**src/rtl/pipeline_ctrl_pkg.sv**
```systemverilog
// rtl/pipeline_ctrl_pkg.sv - shared core constants: opcodes, MEM command kinds, control FSM states
package pipeline_ctrl_pkg;

  typedef logic [6:0] opcode_t;

  localparam opcode_t OPC_OP     = 7'b0110011;
  localparam opcode_t OPC_STORE  = 7'b0100011;
  localparam opcode_t OPC_BRANCH = 7'b1100011;
  localparam opcode_t OPC_LUI    = 7'b0110111;
  localparam opcode_t OPC_AUIPC  = 7'b0010111;
  localparam opcode_t OPC_JAL    = 7'b1101111;
  localparam opcode_t OPC_SYSTEM = 7'b1110011;

  localparam logic [1:0] MEM_CMD_LOAD  = 2'b01;
  localparam logic [1:0] MEM_CMD_CSR   = 2'b10;
  localparam logic [1:0] MEM_CMD_STORE = 2'b11;

  localparam int CNT_W = 8;
  typedef logic [CNT_W-1:0] cnt_t;

  typedef enum logic [1:0] {
    S_RUN,
    S_MEM_WAIT,
    S_FLUSH,
    S_DRAIN
  } state_t;

  function automatic logic reads_rs1(opcode_t op);
    return !(op == OPC_LUI || op == OPC_AUIPC || op == OPC_JAL);
  endfunction

  function automatic logic reads_rs2(opcode_t op);
    return (op == OPC_OP || op == OPC_STORE || op == OPC_BRANCH);
  endfunction

endpackage

```
**src/rtl/pipeline_ctrl_if.sv**
```systemverilog
// rtl/pipeline_ctrl_if.sv - decode/EX/MEM status in, stall/bubble controls out
interface pipeline_ctrl_if;
  import pipeline_ctrl_pkg::*;

  opcode_t     id_opcode;
  logic [4:0]  id_rs1_addr;
  logic [4:0]  id_rs2_addr;
  logic [4:0]  ex_reg_d;
  logic [4:0]  ex_mem_command;
  logic        mem_req;
  logic        mem_ready;
  logic        redirect;
  logic        stop;
  logic        bubble;
  logic        pc_hold;
  logic [31:0] stall_cycles;

  modport master (
    output id_opcode, id_rs1_addr, id_rs2_addr, ex_reg_d, ex_mem_command,
    output mem_req, mem_ready, redirect,
    input  stop, bubble, pc_hold, stall_cycles
  );

  modport slave (
    input  id_opcode, id_rs1_addr, id_rs2_addr, ex_reg_d, ex_mem_command,
    input  mem_req, mem_ready, redirect,
    output stop, bubble, pc_hold, stall_cycles
  );

endinterface

```
**src/rtl/pipeline_ctrl_hazard_cmp.sv**
```systemverilog
// rtl/pipeline_ctrl_hazard_cmp.sv - combinational load-use hazard comparator
import pipeline_ctrl_pkg::*;

module hazard_cmp (
  input  opcode_t    id_opcode,
  input  logic [4:0] id_rs1_addr,
  input  logic [4:0] id_rs2_addr,
  input  logic [4:0] ex_reg_d,
  input  logic [1:0] ex_mem_kind,
  output logic       hazard
);

  logic rs1_hit;
  logic rs2_hit;

  // Only sources the decoded format actually reads can create a dependency.
  always_comb begin
    rs1_hit = reads_rs1(id_opcode) && (id_rs1_addr == ex_reg_d);
    rs2_hit = reads_rs2(id_opcode) && (id_rs2_addr == ex_reg_d);
    hazard  = (ex_mem_kind == MEM_CMD_LOAD) && (ex_reg_d != 5'd0) && (rs1_hit || rs2_hit);
  end

endmodule

```
**src/rtl/pipeline_ctrl.sv**
```systemverilog
// rtl/pipeline_ctrl.sv - pipeline hazard/stall controller: mem wait, redirect flush, system drain
import pipeline_ctrl_pkg::*;

module pipeline_ctrl #(
  parameter int FLUSH_CYCLES = 2,
  parameter int DRAIN_CYCLES = 3
) (
  input  logic             clk,
  input  logic             rst,
  pipeline_ctrl_if.slave   bus
);

  localparam cnt_t FLUSH_LOAD = cnt_t'(FLUSH_CYCLES - 1);
  localparam cnt_t DRAIN_LOAD = cnt_t'(DRAIN_CYCLES - 1);

  state_t      state_q, state_d;
  cnt_t        cnt_q, cnt_d;
  logic        drained_q, drained_d, drained_live;
  logic        pend_q, pend_d;
  opcode_t     opcode_q;
  logic [31:0] stall_q;
  logic        stop, bubble, pc_hold;
  logic        hazard;
  logic        mem_stall;
  logic        unused_cmd_bits;

  assign unused_cmd_bits = ^bus.ex_mem_command[4:2];

  hazard_cmp u_hazard_cmp (
    .id_opcode   (bus.id_opcode),
    .id_rs1_addr (bus.id_rs1_addr),
    .id_rs2_addr (bus.id_rs2_addr),
    .ex_reg_d    (bus.ex_reg_d),
    .ex_mem_kind (bus.ex_mem_command[1:0]),
    .hazard      (hazard)
  );

  always_ff @(posedge clk) begin
    opcode_q <= bus.id_opcode;
    if (rst) begin
      state_q   <= S_RUN;
      cnt_q     <= '0;
      drained_q <= 1'b0;
      pend_q    <= 1'b0;
      stall_q   <= '0;
    end else begin
      state_q   <= state_d;
      cnt_q     <= cnt_d;
      drained_q <= drained_d;
      pend_q    <= pend_d;
      if ((stop || bubble) && (stall_q != 32'hFFFF_FFFF)) begin
        stall_q <= stall_q + 32'd1;
      end
    end
  end

  always_comb begin
    state_d      = state_q;
    cnt_d        = cnt_q;
    pend_d       = pend_q;
    stop         = 1'b0;
    bubble       = 1'b0;
    pc_hold      = 1'b0;
    mem_stall    = bus.mem_req && !bus.mem_ready;
    drained_live = drained_q && (bus.id_opcode == opcode_q);
    drained_d    = drained_live;

    if ((state_q == S_MEM_WAIT) ? !bus.mem_ready : mem_stall) begin
      // A redirect arriving under a freeze is remembered and replayed once the freeze lifts.
      stop = 1'b1;
      if (bus.redirect) pend_d = 1'b1;
      if (state_q == S_RUN) state_d = S_MEM_WAIT;
    end else begin
      pend_d = 1'b0;
      if (bus.redirect || pend_q) begin
        bubble    = 1'b1;
        drained_d = 1'b0;
        cnt_d     = FLUSH_LOAD;
        state_d   = (FLUSH_CYCLES > 1) ? S_FLUSH : S_RUN;
      end else begin
        case (state_q)
          S_FLUSH: begin
            bubble = 1'b1;
            cnt_d  = (cnt_q == '0) ? '0 : cnt_q - cnt_t'(1);
            if (cnt_q <= cnt_t'(1)) state_d = S_RUN;
          end
          S_DRAIN: begin
            bubble  = 1'b1;
            pc_hold = 1'b1;
            cnt_d   = (cnt_q == '0) ? '0 : cnt_q - cnt_t'(1);
            if (cnt_q <= cnt_t'(1)) begin
              state_d   = S_RUN;
              drained_d = 1'b1;
            end
          end
          default: begin
            state_d = S_RUN;
            if (hazard) begin
              bubble  = 1'b1;
              pc_hold = 1'b1;
            end else if (bus.id_opcode == OPC_SYSTEM && !drained_live) begin
              bubble  = 1'b1;
              pc_hold = 1'b1;
              cnt_d   = DRAIN_LOAD;
              if (DRAIN_CYCLES > 1) state_d = S_DRAIN;
              else                  drained_d = 1'b1;
            end
          end
        endcase
      end
    end

    if (rst) begin
      stop    = 1'b0;
      bubble  = 1'b1;
      pc_hold = 1'b1;
    end
  end

  assign bus.stop         = stop;
  assign bus.bubble       = bubble;
  assign bus.pc_hold      = pc_hold;
  assign bus.stall_cycles = stall_q;

endmodule

```
**src/flat_wrapper.sv**
```systemverilog
// flat-port wrapper written by rule: the top's interface ports become plain ports
module pipeline_ctrl_flat 
#(
  parameter int FLUSH_CYCLES = 2,
  parameter int DRAIN_CYCLES = 3
)
  (clk, rst, bus_id_opcode, bus_id_rs1_addr, bus_id_rs2_addr, bus_ex_reg_d, bus_ex_mem_command, bus_mem_req, bus_mem_ready, bus_redirect, bus_stop, bus_bubble, bus_pc_hold, bus_stall_cycles);
  pipeline_ctrl_if bus_i ();
  input  logic clk;
  input  logic rst;
  input wire logic [$bits(bus_i.id_opcode)-1:0] bus_id_opcode;
  input wire logic [$bits(bus_i.id_rs1_addr)-1:0] bus_id_rs1_addr;
  input wire logic [$bits(bus_i.id_rs2_addr)-1:0] bus_id_rs2_addr;
  input wire logic [$bits(bus_i.ex_reg_d)-1:0] bus_ex_reg_d;
  input wire logic [$bits(bus_i.ex_mem_command)-1:0] bus_ex_mem_command;
  input wire logic [$bits(bus_i.mem_req)-1:0] bus_mem_req;
  input wire logic [$bits(bus_i.mem_ready)-1:0] bus_mem_ready;
  input wire logic [$bits(bus_i.redirect)-1:0] bus_redirect;
  output wire logic [$bits(bus_i.stop)-1:0] bus_stop;
  output wire logic [$bits(bus_i.bubble)-1:0] bus_bubble;
  output wire logic [$bits(bus_i.pc_hold)-1:0] bus_pc_hold;
  output wire logic [$bits(bus_i.stall_cycles)-1:0] bus_stall_cycles;
  assign bus_i.id_opcode = bus_id_opcode;
  assign bus_i.id_rs1_addr = bus_id_rs1_addr;
  assign bus_i.id_rs2_addr = bus_id_rs2_addr;
  assign bus_i.ex_reg_d = bus_ex_reg_d;
  assign bus_i.ex_mem_command = bus_ex_mem_command;
  assign bus_i.mem_req = bus_mem_req;
  assign bus_i.mem_ready = bus_mem_ready;
  assign bus_i.redirect = bus_redirect;
  assign bus_stop = bus_i.stop;
  assign bus_bubble = bus_i.bubble;
  assign bus_pc_hold = bus_i.pc_hold;
  assign bus_stall_cycles = bus_i.stall_cycles;
  pipeline_ctrl #(.FLUSH_CYCLES(FLUSH_CYCLES), .DRAIN_CYCLES(DRAIN_CYCLES)) u_core (.clk(clk), .rst(rst), .bus(bus_i));
endmodule
```
**config.mk**
```make
export PLATFORM = sky130hd
export DESIGN_NAME = pipeline_ctrl_flat
export DESIGN_NICKNAME = d
export VERILOG_FILES = /design/src/rtl/pipeline_ctrl_pkg.sv /design/src/rtl/pipeline_ctrl_if.sv /design/src/rtl/pipeline_ctrl_hazard_cmp.sv /design/src/rtl/pipeline_ctrl.sv /design/src/flat_wrapper.sv
export SDC_FILE = /design/constraint.sdc
export NUM_CORES = 1
export LEC_CHECK = 0
export CORE_UTILIZATION = 25
export DETAILED_ROUTE_END_ITERATION = 8
export HOLD_SLACK_MARGIN = 0.03
export PLACE_DENSITY_LB_ADDON = 0.15
export SLEW_MARGIN = 10
export SYNTH_ARGS = -nofsm -noshare
export SYNTH_HDL_FRONTEND = slang
export SYNTH_SLANG_ARGS = --single-unit
```
**constraint.sdc**
```tcl
create_clock -name clk -period 2.86 [get_ports clk]
set_clock_uncertainty 0.15 [all_clocks]
set_input_delay 0.286 -clock clk [delete_from_list [all_inputs] [get_ports clk]]
set_output_delay 0.286 -clock clk [all_outputs]
set_load 0.02 [all_outputs]
```
Word level (Yosys, flattened, before mapping)
Index checks and enable logic that the tools add are counted.
{ "word_totals": {"reg_bits": 51, "latch_bits": 0, "ramBits": 0, "rom_bits": 0, "inputBits": 32, "output_inout_bits": 35, "elab_cells": 83, "n_memories": 0} }
{ "op_classes": {"add_sub_neg": 2, "n_mul": 0, "div": 0, "n_lt_le_gt_ge": 1, "eq_ne": 18, "shifts": 0, "n_mux": 29, "bitwise": 1, "n_reduce_logical": 26} }
{ "ops": {"columns": ["cell", "count"], "rows": [
  ["$mux 8", 5],
  ["$add 32x1->32 const B", 1],
  ["$ne 32x32->1 const B", 1],
  ["$eq 7x6->1 const B", 3],
  ["$eq 7x7->1 const B", 3],
  ["$mux 1", 16],
  ["$mux 2", 7],
  ["$eq 5x5->1", 2],
  ["$le 8x1->1 const B", 1],
  ["$logic_and 1x1->1", 8],
  ["$logic_not 8->1", 1],
  ["$sub 8x1->8 const B", 1],
  ["$eq 7x5->1 const B", 1],
  ["$eq 7x7->1", 1],
  ["$logic_or 1x1->1", 7],
  ["$reduce_bool 5->1", 1],
  ["$eq 2x1->1 const B", 2],
  ["$eq 2x2->1 const B", 2],
  ["$ne 4x1->1 const B", 1],
  ["$reduce_or 2->1", 2],
  ["$logic_not 1->1", 3],
  ["$ne 3x3->1 const B", 1],
  ["$reduce_and 3->1", 1],
  ["$reduce_bool 3->1", 1],
  ["other kinds (5)", 5]
]} }

Depth between registers and ports, before layout
Gate-level depths: netlist of the first run.
{ "depth": {"ltp_word": 14, "mapped_depth": 10, "mapped_depth_nobuf": 7} }

By module
A second synthesis of the first run with hierarchy kept.
{ "unflattened": {"cells_unflattened": 341, "hier_area_um2": 2817.7} }
{ "modules_own_cells": {"columns": ["mod", "n_inst", "cells_per_inst", "area_per_inst_um2", "seq_area_each_um2"], "rows": [
  ["pipeline_ctrl", 1, 317, 2636.3, 1021.0],
  ["hazard_cmp", 1, 24, 181.4, 0.0]
]} }

Worst setup path after synthesis of the first run
OpenSTA, ideal clock, no wires.
{ "synth_path": {"path_type": "flip-flop to flip-flop", "from": "reg u_core.stall_q[0] (netlist: u_core.bus.stall_cycles[0])", "to": "reg u_core.stall_q[1] (netlist: u_core.bus.stall_cycles[1])", "t_arrival_ns": 2.337, "required_time_ns": 2.582, "slack_ns": 0.246, "path_stages_with_launch": 11, "n_path_buf": 3, "period_less_slack_ns": 2.614, "cell_sequence": "dfxtp_1 ha_1 and3_1 buf_1 nand4_2 or4_4 o21ai_4 buf_6 buf_8 mux2i_1 nor2_1"} }
{ "synth_via": {"elab_chain_len": 2, "word_cells_on_any_way": 3, "cone_classes": "add/sub: 1; eq/ne: 1; reduce/logical: 1"} }
{ "synth_rtl": {"columns": ["item", "line", "source"], "rows": [
  ["from (decl)", "pipeline_ctrl.sv:21", "logic [31:0] stall_q;"],
  ["from (signal assigned)", "pipeline_ctrl.sv:52", "stall_q <= stall_q + 32'd1;"],
  ["branches (longest 2 deep; another with $add 32x1->32)", null, null]
]} }
Several ways; the timed one is not identified.
A chain may end at the register's enable or synchronous reset.

Worst setup path after layout of the first run
{ "layout_path": {"from": "in bus_ex_reg_d[3]", "to": "out bus_pc_hold"} }
{ "layout_via": {"elab_chain_len": 9, "word_cells_on_any_way": 13, "cone_classes": "eq/ne: 2; mux: 5; reduce/logical: 6"} }
{ "layout_rtl": {"columns": ["item", "line", "source"], "rows": [
  ["from (decl)", "flat_wrapper.sv:14", "input wire logic [$bits(bus_i.ex_reg_d)-1:0] bus_ex_reg_d;"],
  ["$eq 5x5->1, on equally long branches", "pipeline_ctrl_hazard_cmp.sv:18, pipeline_ctrl_hazard_cmp.sv:19", null],
  ["$logic_and 1x1->1, on equally long branches", "pipeline_ctrl_hazard_cmp.sv:18, pipeline_ctrl_hazard_cmp.sv:19", null],
  ["$logic_or 1x1->1", "pipeline_ctrl_hazard_cmp.sv:20", "hazard = (ex_mem_kind == MEM_CMD_LOAD) && (ex_reg_d != 5'd0) && (rs1_hit || rs2_hit);"],
  ["$logic_and 1x1->1 (*)", "pipeline_ctrl_hazard_cmp.sv:20", null],
  ["$mux 1 (*)", "pipeline_ctrl.sv:98", "if (hazard) begin"],
  ["$pmux 1 s2 (*)", "pipeline_ctrl.sv:81", "case (state_q)"],
  ["$mux 1 (*)", "pipeline_ctrl.sv:75", "if (bus.redirect || pend_q) begin"],
  ["$mux 1 (*)", "pipeline_ctrl.sv:68", "if ((state_q == S_MEM_WAIT) ? !bus.mem_ready : mem_stall) begin"],
  ["$mux 1 (*)", "pipeline_ctrl.sv:113", "if (rst) begin"],
  ["to (decl)", "flat_wrapper.sv:21", "output wire logic [$bits(bus_i.pc_hold)-1:0] bus_pc_hold;"]
]} }
Every way passes the cells marked *; elsewhere a longest branch is shown, timed or not.

==> results.md, run 1 <==
* Fillers at between 1000 and 1500
* Initial DRC count at 67
* Global-route wire length before repair at ~12000 um
* Startpoint Class: input pin
* Sequential area share after synthesis at between 30 and 40%
* Leading area contributor after synthesis: dfxtp_1
* Die height at ~110 um
* Period Utilization, post-route at 96.0%
* Slew margin rel. at 66.8%
* Worst-path cell with the longest stage delay: or4_1
* Synthesis-stage register bit count at 51
* Clk sinks at just over 50
* GPL Wtd Cong at around 0.76
* Fmax at about 360 MHz
* H-tree Lvls at 2
* Num rows at 37
* Wirelength per Cell at 12.7 um
* DP HPWL at between 5000 and 6000 um
* Final setup fails at 0
* Maxcap violations at 0
* Cts bufs inserted at 5
* PortBufs at 63
* Status: finished, final reports clean
* Top-area cell type share of the netlist area at between 30 and 40%
* Initial antenna violation count at 0
* Gr usage total at about an eighth
* Synth cell types at 49
* CTS root buf: clkbuf_8
* Cell Count Post-Placement at ~540
* Routed vias/inst at around 5
* Global route overflow at 0
* Critical Path, Cell by Cell: clkdlybuf4s50_1 > or4_1 > o21ai_2 > a21oi_2 > nor2_1 > o21ai_0 > a31o_2 > dlygate4sd2_1
* DRC at 0
* Peak VDD IR at between 0.00015 and 0.0002 V
* DRT Wirelength at ~7000 um
* Critical Path Sink Type: output pin
* TritonCTS clock tree: done
* Layout area overhead at 35.7%
* WHS at between 0.1 and 0.15 ns
* Width of the die at about 110 um
* Worst-Margin Slew at 0.498 ns
* Initial Util at a little over a quarter
* CP top delay family: buffers and inverters
* Pwr Density at between 300 and 400 nW/um2
* Post-Synthesis Cells at about 330
* Reg clk slew, reported paths at 0.09 ns
* Vias at between 2000 and 3000
* Ys Warns at 0
* Detailed Routing Iterations Pass 1 at 4
* Fin nets at 450
* Net Count, Synth at 370
* Buf/Inv on CP at 2
* Post-CTS Hold Fix Bufs at 0
* Clk buf depth at 2
* Worst-path fanout max at 3
* Die area at 11400 um2
* Cell Area, Synth at between 2000 and 3000 um2
* I/O pin count at between 60 and 70
* Setup CP Type: input pin to output pin
* Area contributors post-synth: dfxtp_1 (37%), a21oi_1 (6.2%), or3_1 (5.2%)
* Largest net degree at the start of global routing at 46
* Leak at between 1 and 1.5 nW
* Hold Path Class: input pin to register
* Core Region at 10500 um2
* ANT nets after route at 0
* Ant diodes at 0
* Multi-input gate area at roughly 1600 um2
* Layout Cells excl Fill at about 550
* Crit path time final at approximately 2.7 ns
* Final count of hold timing violations at 0
* Slowest stage delay, CP at approximately 0.54 ns
* Register area at slightly above 1000 um2
* Final Slew Violations at 0
* Synthesized area per cell at around 8 um2
* Data arrival, critical path at about 2.3 ns
* Skew-Pair Late Insertion Delay at 0.30 ns
* Vias in the first global route at between 2000 and 3000
* Fraction of layout cells with a size suffix above 1 at 10.4%
* Worst endpoint required time at roughly 2.4 ns
==> final timing paths <==
path / endpoint / cells after the start / slack, ns / start
hold reg to reg: u_core.bus.stall_cycles[20]$_SDFFE_PP0P_ / 2 / 0.35 / u_core.bus.stall_cycles[20]$_SDFFE_PP0P_
setup reg to reg: u_core.bus.stall_cycles[1]$_SDFFE_PP0P_ / 8 / 0.37 / u_core.bus.stall_cycles[17]$_SDFFE_PP0P_
hold / removal: u_core.cnt_q[0]$_SDFFE_PP0P_ / 2 / 0.12 / rst
setup / recovery: bus_pc_hold / 8 / 0.11 / bus_ex_reg_d[3]
==> routing by layer <==
metal / routed length [um] / part of all wire, % / up-vias / GRT usage (%)
li1: - / - / 1398 / -
met1: 3320 / 48 / 1237 / 16.6
met5: 0 / 0 / - / 0
met3: 286 / 4.1 / 5 / 2.74
met4: 55 / 0.79 / 0 / 2.64
met2: 3320 / 48 / 50 / 22.1
==> cells by family (layout without fill, tap and decap cells) <==
family          Yosys count  count (layout)  share of synthesized area [%]
mux                       5               5                           2.04
simple gates            151             151                           31.4
flops                    51              51                           37.1
buf+inv                  20              99                           3.95
fa+ha+maj                 4               4                           1.82
xor+xnor                 18              18                           5.72
compound gates           85              85                           17.9
==> layout make-up <==
class | count | area share (%)
repair buffers | 86 | 21.7
inverters | 7 | 0.703
multi-input cells | 263 | 43.8
clock buffers | 6 | 1.94
flip-flops and latches | 51 | 27.3
well taps | 136 | 4.55
==> through the flow <==
stage	worst slack, ns	cell area, um2	TNS, ns	power [mW]	utilization [%]
after floorplan	0.246	2750	0	0.903	-
after global placement	-0.164	3650	-1.95	1.02	34.8
after detailed placement	-0.223	3650	-2.88	1.02	34.8
after CTS	0.0487	3720	0	1.42	35.4
after global routing	-0.00696	3740	-0.00696	1.48	35.6
final	0.115	3740	0	1.39	35.6
==> layout by cell type (no fill, tap or decap), drive strengths merged, types with 7 or more instances in the layout <==
cell / synthesis / layout
nand3: 14 / 14
o21ai: 32 / 32
or3: 23 / 23
clkdlybuf4s50: 0 / 60
xor2: 8 / 8
inv: 7 / 7
dfxtp: 51 / 51
buf: 9 / 24
nor3: 12 / 12
or4: 9 / 9
xnor2: 10 / 10
a21oi: 34 / 34
nand2: 21 / 21
nor2: 24 / 24
nand4: 15 / 15
==> synthesized netlist by cell type (all sizes together) <==
cell type and count:
buf 9, inv 7, o2111ai 1, a21oi 34, nor3 12, xor2 8
a211oi 1, a311oi 5, clkbuf 4, nor4 3, o2111a 1, o21a 1
and3 6, mux2 2, o21bai 1, or4b 3, o21ai 32, or3 23
nand2b 4, nor2b 6, mux2i 3, or4 9, nand2 21, a31oi 2
nor2 24, ha 4, o31ai 6, and4 4, nand3b 1, nand3 14
or2 1, nand4 15, xnor2 10, a31o 1, dfxtp 51, and2 5
==> power by group <==
| part | switching [mW] | internal, mW |
|---|---|---|
| clock | 0.232 | 0.164 |
| combinational | 0.125 | 0.123 |
| sequential | 0.0211 | 0.729 |
==> flip-flops by register name (all words and copies together) (netlist names) <==
signal	flops
u_core.state_q	2
u_core.cnt_q	8
u_core.bus.stall_cycles	32
u_core.opcode_q	7
u_core.pend_q	1
u_core.drained_q	1
==> repair_timing <==
action,4_1_cts,5_1_grt
buffers inserted,0,0
setup endpoints to repair,2,2
resized for setup,3,4
==> worst register-to-register path: stages (launching register included) <==
cell,delay (ns)
dfxtp_1,0.45
and4_1,0.26
and2_1,0.16
nand3_1,0.19
or4_4,0.59
o21ai_4,0.11
buf_12,0.20
mux2i_1,0.20
nor2_1,0.05
Power figures use the tool's default switching activity.
==> run 2, diff against run 1 <==
CORE_MARGIN = 5   (was default)
==> results.md, run 2 (synthesis results as in run 1) <==
* Status: finished, final reports clean
* R2r endpoint: u_core.bus.stall_cycles[13]$_SDFFE_PP0P_
* GPL Wtd Cong at roughly 0.77
* Critical Path Sink Type: output pin
* Reg clk slew, reported paths at roughly 0.09 ns
* Slowest stage delay, CP at ~0.54 ns
* Worst reg2reg setup slack at approximately 0.34 ns
* Crit path time final at 2.72 ns
* Critical Path, Cell by Cell: clkdlybuf4s50_1 > or4_1 > o21ai_2 > a21oi_2 > nor2_1 > a21oi_1 > or2_2 > clkdlybuf4s15_1
* Commonest cells after routing, fill and taps aside: clkdlybuf4s50_1 (60), dfxtp_1 (51), a21oi_1 (33)
* Fmax at between 300 and 400 MHz
* CTS root buf: clkbuf_8
* Final Core Density at 34.6%
* Critical Path Start: bus_ex_reg_d[3]
* Cell Count Post-Placement at approximately 550
* DRC at 0
* Die height at ~110 um
* Cts bufs inserted at 5
* Width of the die at 115 um
* Commonest non-fill, non-tap cell in the layout: clkdlybuf4s50_1
* Worst endpoint required time at about 2.4 ns
* Placed cell area at 3660 um2
* Routed vias/inst at ~5
* R2r worst-path depth at 8
* Final count of hold timing violations at 0
* Post-Layout Inst Area at approximately 3800 um2
* Core Region at 10800 um2
* Post-CTS setup repair buffer count at 0
* H-tree Lvls at 2
* Maxcap violations at 0
* Worst setup margin at approximately 0.14 ns
* Startpoint Class: input pin
* Setup TNS at 0 ns
* Detailed Routing Iterations Pass 1 at 4
* Final Slew Violations at 0
* Layout area overhead at 36.3%
* I/O pin count at 67
* Wirelength per Cell at 12.9 um
* Vias in the first global route at roughly 2600
* Final setup fails at 0
* Fin nets at 451
* Die area at roughly 13000 um2
* GR met1 Demand/Resource at about 14%
* Max FFs per register at 32
* Vias at between 2000 and 3000
* Num rows at 38
* Pwr Density at 380 nW/um2
* Initial DRC count at 82
* Fillers at 1187
* Global-route wire length before repair at 12100 um
* GR Util met2 at a little under a fifth
* Clk buf depth at 2
* Leak at 1.29 nW
* ANT nets after route at 0
* Worst-Margin Slew at 0.494 ns
* Worst-path fanout max at 3
* Post-CTS Hold Fix Bufs at 0
* PnR Total Power at 1.43 mW
* Pre-CTS WS at -0.226 ns
* Layout Cells excl Fill at ~560
* GRT met3 Usage at 2.63%
* Global route overflow at 0
* DP HPWL at roughly 5400 um
* Period Utilization, post-route at 95.1%
* Slew margin rel. at around two thirds
* End point of the critical path: bus_bubble
* Data arrival, critical path at between 2 and 2.5 ns
* Clk sinks at around 50
* DRT Wirelength at 7140 um
* PortBufs at 63
* Peak VDD IR at a little under 0.0002 V
* WHS at between 0.1 and 0.15 ns
* Busiest grt layer: met2
* Worst r2r src: u_core.bus.stall_cycles[4]$_SDFFE_PP0P_
* Unrepaired setup endpoints after global routing: no
* Skew-Pair Late Insertion Delay at 0.30 ns
* Largest net degree at the start of global routing at between 40 and 50
* Hold Path Class: input pin to register
* Initial antenna violation count at 0
* Hold path cells at 2
* Ant diodes at 0
* TritonCTS clock tree: done
* Fraction of layout cells with a size suffix above 1 at between 10% and 20%
* Setup CP Type: input pin to output pin
* Worst-path cell with the longest stage delay: or4_1
* Gr usage total at between 10% and 20%
* Initial Util at between 20% and 30%
[run 2: how the worst min path moves through the flow]
| stage | startpoint | endpoint | slack, ns |
|---|---|---|---|
| 2_1_floorplan | bus_id_opcode[0] | u_core.opcode_q[0]$_DFF_P_ | 0.16 |
| 3_3_place_gp | u_core.cnt_q[1]$_SDFFE_PP0P_ | u_core.cnt_q[1]$_SDFFE_PP0P_ | 0.33 |
| 3_5_place_dp | u_core.bus.stall_cycles[26]$_SDFFE_PP0P_ | u_core.bus.stall_cycles[26]$_SDFFE_PP0P_ | 0.34 |
| 4_1_cts | rst | u_core.pend_q$_SDFFE_PN0P_ | 0.11 |
| 5_1_grt | rst | u_core.pend_q$_SDFFE_PN0P_ | 0.12 |
| 6_report | rst | u_core.pend_q$_SDFFE_PN0P_ | 0.11 |
[run 2: final cells by class]
type,count,area (um2),share of cell area (%)
tap,140,175,4.67
multi-input combinational,263,1630,43.5
sequential,51,1020,27.2
inverter,7,26.3,0.700
clock buffer,6,82.6,2.20
clock inverter,1,5.00,0.133
timing repair buffer,87,813,21.7
[run 2: worst max-delay path, delay by kind of cell]
kind | cells | cell delay [ns]
AO/OA/AOI/OAI | 3 | 0.29
AND/OR/NAND/NOR | 3 | 0.96
buffers and inverters | 2 | 0.74
[run 2: what timing repair did]
action,4_1_cts,5_1_grt
endpoints found under the setup margin,2,2
gates resized for setup,2,6
pin swaps,0,0
[run 2: power by group]
part	internal (mW)	switching (mW)	leakage, nW
logic	0.124	0.125	0.832
clock network	0.191	0.236	0.0470
registers	0.729	0.0216	0.415
total	1.04	0.383	1.29
[run 2: layer usage]
metal	routed length [um]	part of all wire [%]
met3	391	5.5
met2	3410	48
met5	0	0
met1	3280	46
met4	62	0.87
